==> src/rtl/adc_interface_ad7864.sv <==
// Read-side interface for a 4-channel, 12-bit, simultaneous-sampling parallel ADC
// (AD7864-style). Accepts start/abort commands from the shared cs/op/addr host bus,
// pulses CONVST, tracks BUSY through its high and low edges, then reads channels
// 0..last_ch over the CS/RD/DB bus. Each channel produces one valid-tagged word.
module adc_interface_ad7864 #(
    parameter int unsigned T_CONVST  = 2,    // CONVST low width in clk cycles (>=1)
    parameter int unsigned T_RD      = 3,    // RD/CS low width per word in clk cycles (>=2)
    parameter int unsigned T_TIMEOUT = 255   // max cycles for each BUSY edge wait
) (
    input  logic        clk,
    input  logic        rst_n,
    input  logic        cs,
    input  logic [3:0]  op,
    input  logic [7:0]  addr,
    output logic        rdy,
    output logic [3:0]  state,
    output logic [15:0] data_out,
    output logic        valid,
    output logic        timeout,
    output logic        CONVST,
    input  logic        BUSY,
    output logic        CS,
    output logic        RD,
    input  logic [11:0] DB
);

    typedef enum logic [3:0] {
        S_IDLE    = 4'd0,
        S_CONVST  = 4'd1,
        S_WAIT_HI = 4'd2,
        S_WAIT_LO = 4'd3,
        S_READ    = 4'd4,
        S_GAP     = 4'd5,
        S_ERROR   = 4'd6
    } state_t;

    // Terminal counts for the shared 8-bit cycle counter.
    localparam logic [7:0] LP_CONVST_LAST = 8'(T_CONVST - 1);
    localparam logic [7:0] LP_RD_LAST     = 8'(T_RD - 1);
    localparam logic [7:0] LP_TO_LAST     = 8'(T_TIMEOUT - 1);

    state_t      r_state;
    logic        r_rdy;
    logic        r_convst_n;
    logic        r_cs_n;
    logic        r_rd_n;
    logic        r_valid;
    logic        r_timeout;
    logic [15:0] r_data_out;
    logic [7:0]  r_cnt;
    logic [1:0]  r_ch;
    logic [1:0]  r_last_ch;
    logic        r_busy_meta;
    logic        r_busy_sync;
    logic [11:0] r_db;

    logic        w_abort;
    logic        w_start;
    logic        w_unused;

    // Abort always wins over a simultaneous start.
    assign w_abort  = cs & op[0];
    assign w_start  = cs & op[1] & ~op[0];
    assign w_unused = ^{op[3:2], addr[7:2]};

    // Two-flop synchronizer for the asynchronous BUSY input.
    always_ff @(posedge clk) begin
        if (!rst_n) begin
            r_busy_meta <= 1'b0;
            r_busy_sync <= 1'b0;
        end else begin
            r_busy_meta <= BUSY;
            r_busy_sync <= r_busy_meta;
        end
    end

    // Register the ADC data bus every cycle; the word is taken at the end of RD low.
    always_ff @(posedge clk) begin
        if (!rst_n) begin
            r_db <= '0;
        end else begin
            r_db <= DB;
        end
    end

    // Conversion/readout sequencer with registered strobes and status.
    always_ff @(posedge clk) begin
        if (!rst_n) begin
            r_state    <= S_IDLE;
            r_rdy      <= 1'b1;
            r_convst_n <= 1'b1;
            r_cs_n     <= 1'b1;
            r_rd_n     <= 1'b1;
            r_valid    <= 1'b0;
            r_timeout  <= 1'b0;
            r_data_out <= '0;
            r_cnt      <= '0;
            r_ch       <= '0;
            r_last_ch  <= '0;
        end else begin
            r_valid <= 1'b0;
            if (w_abort && (r_state != S_ERROR)) begin
                r_state    <= S_IDLE;
                r_rdy      <= 1'b1;
                r_convst_n <= 1'b1;
                r_cs_n     <= 1'b1;
                r_rd_n     <= 1'b1;
                r_cnt      <= '0;
            end else begin
                case (r_state)
                    S_IDLE: begin
                        if (w_start) begin
                            r_last_ch  <= addr[1:0];
                            r_ch       <= '0;
                            r_rdy      <= 1'b0;
                            r_convst_n <= 1'b0;
                            r_cnt      <= '0;
                            r_state    <= S_CONVST;
                        end
                    end
                    S_CONVST: begin
                        if (r_cnt == LP_CONVST_LAST) begin
                            r_convst_n <= 1'b1;
                            r_cnt      <= '0;
                            r_state    <= S_WAIT_HI;
                        end else begin
                            r_cnt <= r_cnt + 8'd1;
                        end
                    end
                    S_WAIT_HI: begin
                        if (r_busy_sync) begin
                            r_cnt   <= '0;
                            r_state <= S_WAIT_LO;
                        end else if (r_cnt == LP_TO_LAST) begin
                            r_timeout  <= 1'b1;
                            r_rdy      <= 1'b0;
                            r_convst_n <= 1'b1;
                            r_cs_n     <= 1'b1;
                            r_rd_n     <= 1'b1;
                            r_cnt      <= '0;
                            r_state    <= S_ERROR;
                        end else begin
                            r_cnt <= r_cnt + 8'd1;
                        end
                    end
                    S_WAIT_LO: begin
                        if (!r_busy_sync) begin
                            r_cs_n  <= 1'b0;
                            r_rd_n  <= 1'b0;
                            r_cnt   <= '0;
                            r_state <= S_READ;
                        end else if (r_cnt == LP_TO_LAST) begin
                            r_timeout  <= 1'b1;
                            r_rdy      <= 1'b0;
                            r_convst_n <= 1'b1;
                            r_cs_n     <= 1'b1;
                            r_rd_n     <= 1'b1;
                            r_cnt      <= '0;
                            r_state    <= S_ERROR;
                        end else begin
                            r_cnt <= r_cnt + 8'd1;
                        end
                    end
                    S_READ: begin
                        if (r_cnt == LP_RD_LAST) begin
                            r_data_out <= {2'b00, r_ch, r_db};
                            r_valid    <= 1'b1;
                            r_rd_n     <= 1'b1;
                            r_cs_n     <= 1'b1;
                            r_cnt      <= '0;
                            r_state    <= S_GAP;
                        end else begin
                            r_cnt <= r_cnt + 8'd1;
                        end
                    end
                    S_GAP: begin
                        if (r_ch == r_last_ch) begin
                            r_rdy   <= 1'b1;
                            r_state <= S_IDLE;
                        end else begin
                            r_ch    <= r_ch + 2'd1;
                            r_cs_n  <= 1'b0;
                            r_rd_n  <= 1'b0;
                            r_cnt   <= '0;
                            r_state <= S_READ;
                        end
                    end
                    S_ERROR: begin
                        if (w_abort) begin
                            r_timeout <= 1'b0;
                            r_rdy     <= 1'b1;
                            r_cnt     <= '0;
                            r_state   <= S_IDLE;
                        end
                    end
                    default: begin
                        r_rdy      <= 1'b1;
                        r_convst_n <= 1'b1;
                        r_cs_n     <= 1'b1;
                        r_rd_n     <= 1'b1;
                        r_cnt      <= '0;
                        r_state    <= S_IDLE;
                    end
                endcase
            end
        end
    end

    assign rdy      = r_rdy;
    assign state    = r_state;
    assign data_out = r_data_out;
    assign valid    = r_valid;
    assign timeout  = r_timeout;
    assign CONVST   = r_convst_n;
    assign CS       = r_cs_n;
    assign RD       = r_rd_n;

endmodule
==> config.mk <==
export PLATFORM = sky130hd
export DESIGN_NAME = adc_interface_ad7864
export DESIGN_NICKNAME = d
export VERILOG_FILES = /design/src/rtl/adc_interface_ad7864.sv
export SDC_FILE = /design/constraint.sdc
export NUM_CORES = 1
export LEC_CHECK = 0
export CAP_MARGIN = 20
export CORE_MARGIN = 2
export CORE_UTILIZATION = 53
export CTS_CLUSTER_DIAMETER = 40
export CTS_CLUSTER_SIZE = 14
export DETAILED_ROUTE_END_ITERATION = 8
export PLACE_DENSITY = 0.82
export SLEW_MARGIN = 20
export SYNTH_ARGS = -nofsm -noshare
export SYNTH_HDL_FRONTEND = slang
export SYNTH_SLANG_ARGS = --single-unit
==> constraint.sdc <==
create_clock -name clk -period 5.07 [get_ports clk]
set_clock_uncertainty 0.1 [all_clocks]
set_input_delay 1.014 -clock clk [delete_from_list [all_inputs] [get_ports clk]]
set_output_delay 1.014 -clock clk [all_outputs]
set_load 0.01 [all_outputs]
; Word level (Yosys, flattened, before mapping)
; Index checks and enable logic that the tools add are counted.
[word_totals]
regBits = 50
ramBits = 0
rom_bits = 0
latch_bits = 0
mem_count = 0
elab_cells = 112
out_inout_bits = 26
[classes]
div = 0
n_mul = 0
mux = 49
n_eq_ne = 19
shifts = 0
reduce_logical = 18
order_cmp = 0
bitwise = 10
n_addsub = 2
[op_table]
columns = cell, n
row1 = two-way mux 8 bit, 8
row2 = one-hot mux 8 bit (7 select lines), 1
row3 = two-way mux 4 bit, 7
row4 = one-hot mux 4 bit (7 select lines), 1
row5 = two-way mux 1 bit, 23
row6 = "inequality test 2 bit, second input constant", 8
row7 = one-hot mux 1 bit (5 select lines), 3
row8 = "equality test 4 x 3 -> 1 bit, second input constant", 3
row9 = AND reduction 4 bit, 3
row10 = AND reduction 5 bit, 2
row11 = AND reduction 3 bit, 3
row12 = OR reduction 3 bit, 3
row13 = "adder 8 x 1 -> 8 bit, second input constant", 1
row14 = "equality test 4 x 2 -> 1 bit, second input constant", 2
row15 = "equality test 8 x 1 -> 1 bit, second input constant", 1
row16 = "equality test 8 x 2 -> 1 bit, second input constant", 1
row17 = "equality test 8 bit, second input constant", 1
row18 = inverter 1 bit, 7
row19 = one-hot mux 1 bit (6 select lines), 1
row20 = AND reduction 6 bit, 1
row21 = "equality test 4 x 1 -> 1 bit, second input constant", 1
row22 = logical NOT 4 bit, 1
row23 = two-way mux 2 bit, 2
row24 = "inequality test 4 x 3 -> 1 bit, second input constant", 1
row25 = other kinds (10), 13

; Longest topological paths before layout
[logic_depth]
ltp_word = 4
mapped_depth = 8
ltp_nobuf = 7

; Worst setup path before layout
; No wires, ideal clock.
[synth_timing]
path_kind = input-to-reg
from = input port op[0]
to = register r_cnt[1]
cell_stages = 5
t_required_ns = 4.833
slack_ns = 2.849
path_buffers = 0
arrival_ns = 1.984
path_cell_list = and3b_1 -> a2bb2oi_2 -> nand2_1 -> o21ai_4 -> a311oi_1
[synth_between]
elab_chain_len = 4
[synth_lines]
columns = element, line
row1 = "start, declared", 13  ; input logic [3:0] op,
row2 = inverter 1 bit, 63  ; assign w_start = cs & op[1] & ~op[0];
row3 = AND 1 bit, 63
row4 = inequality test 2 bit (no line), --
row5 = AND reduction 3 bit (no line), --
row6 = "end signal, assigned", 127  ; r_cnt <= r_cnt + 8'd1;
row7 = "end signal, assigned", 143  ; r_cnt <= r_cnt + 8'd1;
row8 = "end signal, assigned", 161  ; r_cnt <= r_cnt + 8'd1;
row9 = "end, declared", 50  ; logic [7:0] r_cnt;
; Several ways; a longest one is shown, not always the timed one.
; A chain may end at the register's enable or synchronous reset.

; Final worst setup path
[layout_timing]
from = register r_state[2] (netlist: state[2])
to = output port state[2]
[layout_lines]
columns = element, line
row1 = "start, declared", 42  ; state_t r_state;
row2 = "start signal, assigned", 89  ; r_state <= S_IDLE;
row3 = "start signal, assigned", 103  ; r_state <= S_IDLE;
row4 = "start signal, assigned", 118  ; r_state <= S_CONVST;
row5 = "end, declared", 16  ; output logic [3:0] state,
; No word-level cell between the ends.

==> results_dict.tcl <==
set metrics [dict create \
    n_antenna_cell 0 \
    ys_seq_elements 50 \
    arrival_ps 1600 \
    crit_path_start "state[2]" \
    ys_warn_count 0 \
    drt_iter0_drc 194 \
    ys_async_sr_fraction_pct 0 \
    placed_area_um2 2656 \
    rsz0062_at_grt "false" \
    grt_pass1_wl_um 7279 \
    fin_setup_tns_ps 0 \
    syn_area_um2 2226 \
    antenna_left 0 \
    fin_util_pct 68.39 \
    synth_ff_type "dfxtp_1" \
    wl_per_cell_um 12.87 \
    worst_hold_path_type "reg -> reg" \
    crit_slowest_cell "dfxtp_1" \
    cts_tree "done" \
    dp_slack_ps 2154 \
    reg2reg_from "state[2]" \
    cts_buffers 5 \
    r2r_cells 4 \
    setup_ws_ps 2357 \
    crit_path_start_kind "register" \
    cts_buffer_depth 2 \
    grt_max_degree 21 \
    cts_hold_buf 0 \
    max_slew.worst_pin.slew_ps 802.8 \
    ys_seq_area_share_pct 44.97 \
    start_util_pct 55.25 \
    worstReg2RegEnd "rdy" \
    fmax_ghz 0.3685 \
    grt_pass1_vias 1642 \
    final_area_um2 2755 \
    syn_area_per_cell_um2 8.528 \
    cts_root_buf "clkbuf_8" \
    routed_via_density 5.429 \
    crit_chain "clkdlybuf4s50_1" \
    slew_headroom_pct 45.75 \
    period_share_pct 53.52 \
    max_stage_delay_ps 660 \
    clock_sinks 50 \
    synth_edf_count 0 \
    timing.final.max_slew_violations 0 \
    rrSetupSlack_ps 2560 \
    cp_num_buf_inv 1 \
    dr.pass1.iters 4 \
    layout.nets 330 \
    drcViolationCount 0 \
    routed_wl_um 4504 \
    worstSkewPairLatency_ps 310 \
    cts_setup_buffers 0 \
    gp_congestion 0.9466 \
    max-vdd-ir-drop_v 0.0001605 \
    vias 1900 \
    rows 23 \
    dieArea_um2 4734 \
    ios 54 \
    clk_pin_slew_ps 100 \
    htree_levels 2 \
    port_buffers 43 \
    cts.repair.resized 0 \
    antenna_found_initial 0 \
    worst_hold_path.endpoint "data_out[6]" \
    core_region_area_um2 4029 \
    worst_setup_path_end_kind "output port" \
    overflow 0 \
    hold_viol_final 0 \
    drv_cap 0 \
    worst-setup-path-type "reg -> out" \
    cpLargestDelayFamily "flip-flops" \
    p_leak_nw 1.004 \
    powerDensity_nw_per_um2 259.0 \
    hold_slack_ps 334.2 \
    setup_viol 0 \
    ys_types 53 \
    drive_gt1_share_pct 6.000 \
    synthesis.instances 261 \
    min_path_cells 2 \
    dp_hpwl_um 3137 \
    status "complete, no violations" \
    crit_fanout 18 \
    required_ps 3960 \
    period_minus_slack_ps 2713 \
    grtUsageTotal_pct 20.36 \
    worstHoldStart "r_db[6]" \
    die_w_um 68.81 \
    die_h_um 68.81 \
    areaGrowthSynthToFinish_pct 23.78 \
]
## layout make-up
class	instances	area (um^2)
Fill cell	332	1274
Multi-Input combinational cell	194	1140
Sequential cell	50	1001
Timing Repair Buffer	44	437.9
Clock buffer	6	82.58
Tap cell	50	62.56
Clock inverter	2	16.27
Inverter	4	15.01
## cells in the mapped netlist (all sizes together) (4+ instances only)
library cell / instances / area (um^2)
o21ai: 10 / 61.31
dfxtp: 50 / 1001
xor2: 5 / 43.79
and2: 15 / 93.84
nand3: 13 / 65.06
nor2: 23 / 96.35
a31oi: 4 / 25.02
nand4: 5 / 31.28
mux2i: 4 / 40.04
nand2: 42 / 157.7
a21oi: 23 / 115.1
inv: 4 / 15.01
buf: 6 / 43.79
nand2b: 4 / 32.53
clkbuf: 9 / 33.78
## per-layer routing
layer | part of all wire, % | up-vias | track usage [%] | routed length (um)
met4 | 1.5 | 0 | 6.863 | 68
li1 | - | 968 | - | -
met3 | 5.5 | 7 | 5.357 | 247
met5 | 0 | - | 0 | 0
met2 | 47 | 55 | 32.81 | 2112
met1 | 46 | 870 | 26.44 | 2075
## state kept, by name, indices dropped and copies added, names as in the netlist, 2 cells and up
register and count:
r_cnt 8, data_out 14, r_last_ch 2, r_db 12, state 4, r_ch 2
## layout by cell type, fill, tap and decap left out, types with 3 or more instances in the layout
cell type         n
o21ai_0           8
and2_1           15
mux2i_1           4
clkdlybuf4s50_1  43
nand3_1          13
nand2b_1          3
nand2_1          42
xor2_1            5
nand4_1           5
xnor2_1           3
dfxtp_1          50
nor2_1           21
a21oi_1          23
clkbuf_8          6
inv_1             4
and3_1            3
conb_1            3
nor2b_1           3
a31oi_1           4
ha_1              3
## how the worst max path moves through the flow
stage                     to  cells past startpoint  slack (ps)
finish              state[2]                      1        2360
global route             rdy                      4        2230
CTS                 state[2]                      1        2380
detailed placement  r_cnt[1]                      6        2150
global placement    r_cnt[1]                      6        2170
floorplan           r_cnt[1]                      5        2850
## where the power goes
group,internal [W],switching [W],total [W]
sequential,0.000401,0.00000626,0.000407
combinational,0.0000291,0.0000262,0.0000553
clock,0.000113,0.000139,0.000251
## stage by stage
stage / total power (W) / instances
2_1_floorplan: 0.0004478 / 263
3_3_place_gp: 0.0004701 / 342
3_5_place_dp: 0.0004710 / 342
4_1_cts: 0.0007175 / 350
5_1_grt: 0.0007434 / 350
6_report: 0.0007137 / 350
## cell families (layout without fill, tap and decap cells)
logic type,after synthesis,after routing,synth area share (%)
simple gates,123,123,28.67
xor+xnor,8,8,3.148
buf+inv,19,56,4.159
compound gates,53,53,15.40
fa+ha+maj,3,3,1.687
mux,4,4,1.799
other cells,1,3,0.1685
flops,50,50,44.97
Power figures use the tool's default switching activity.
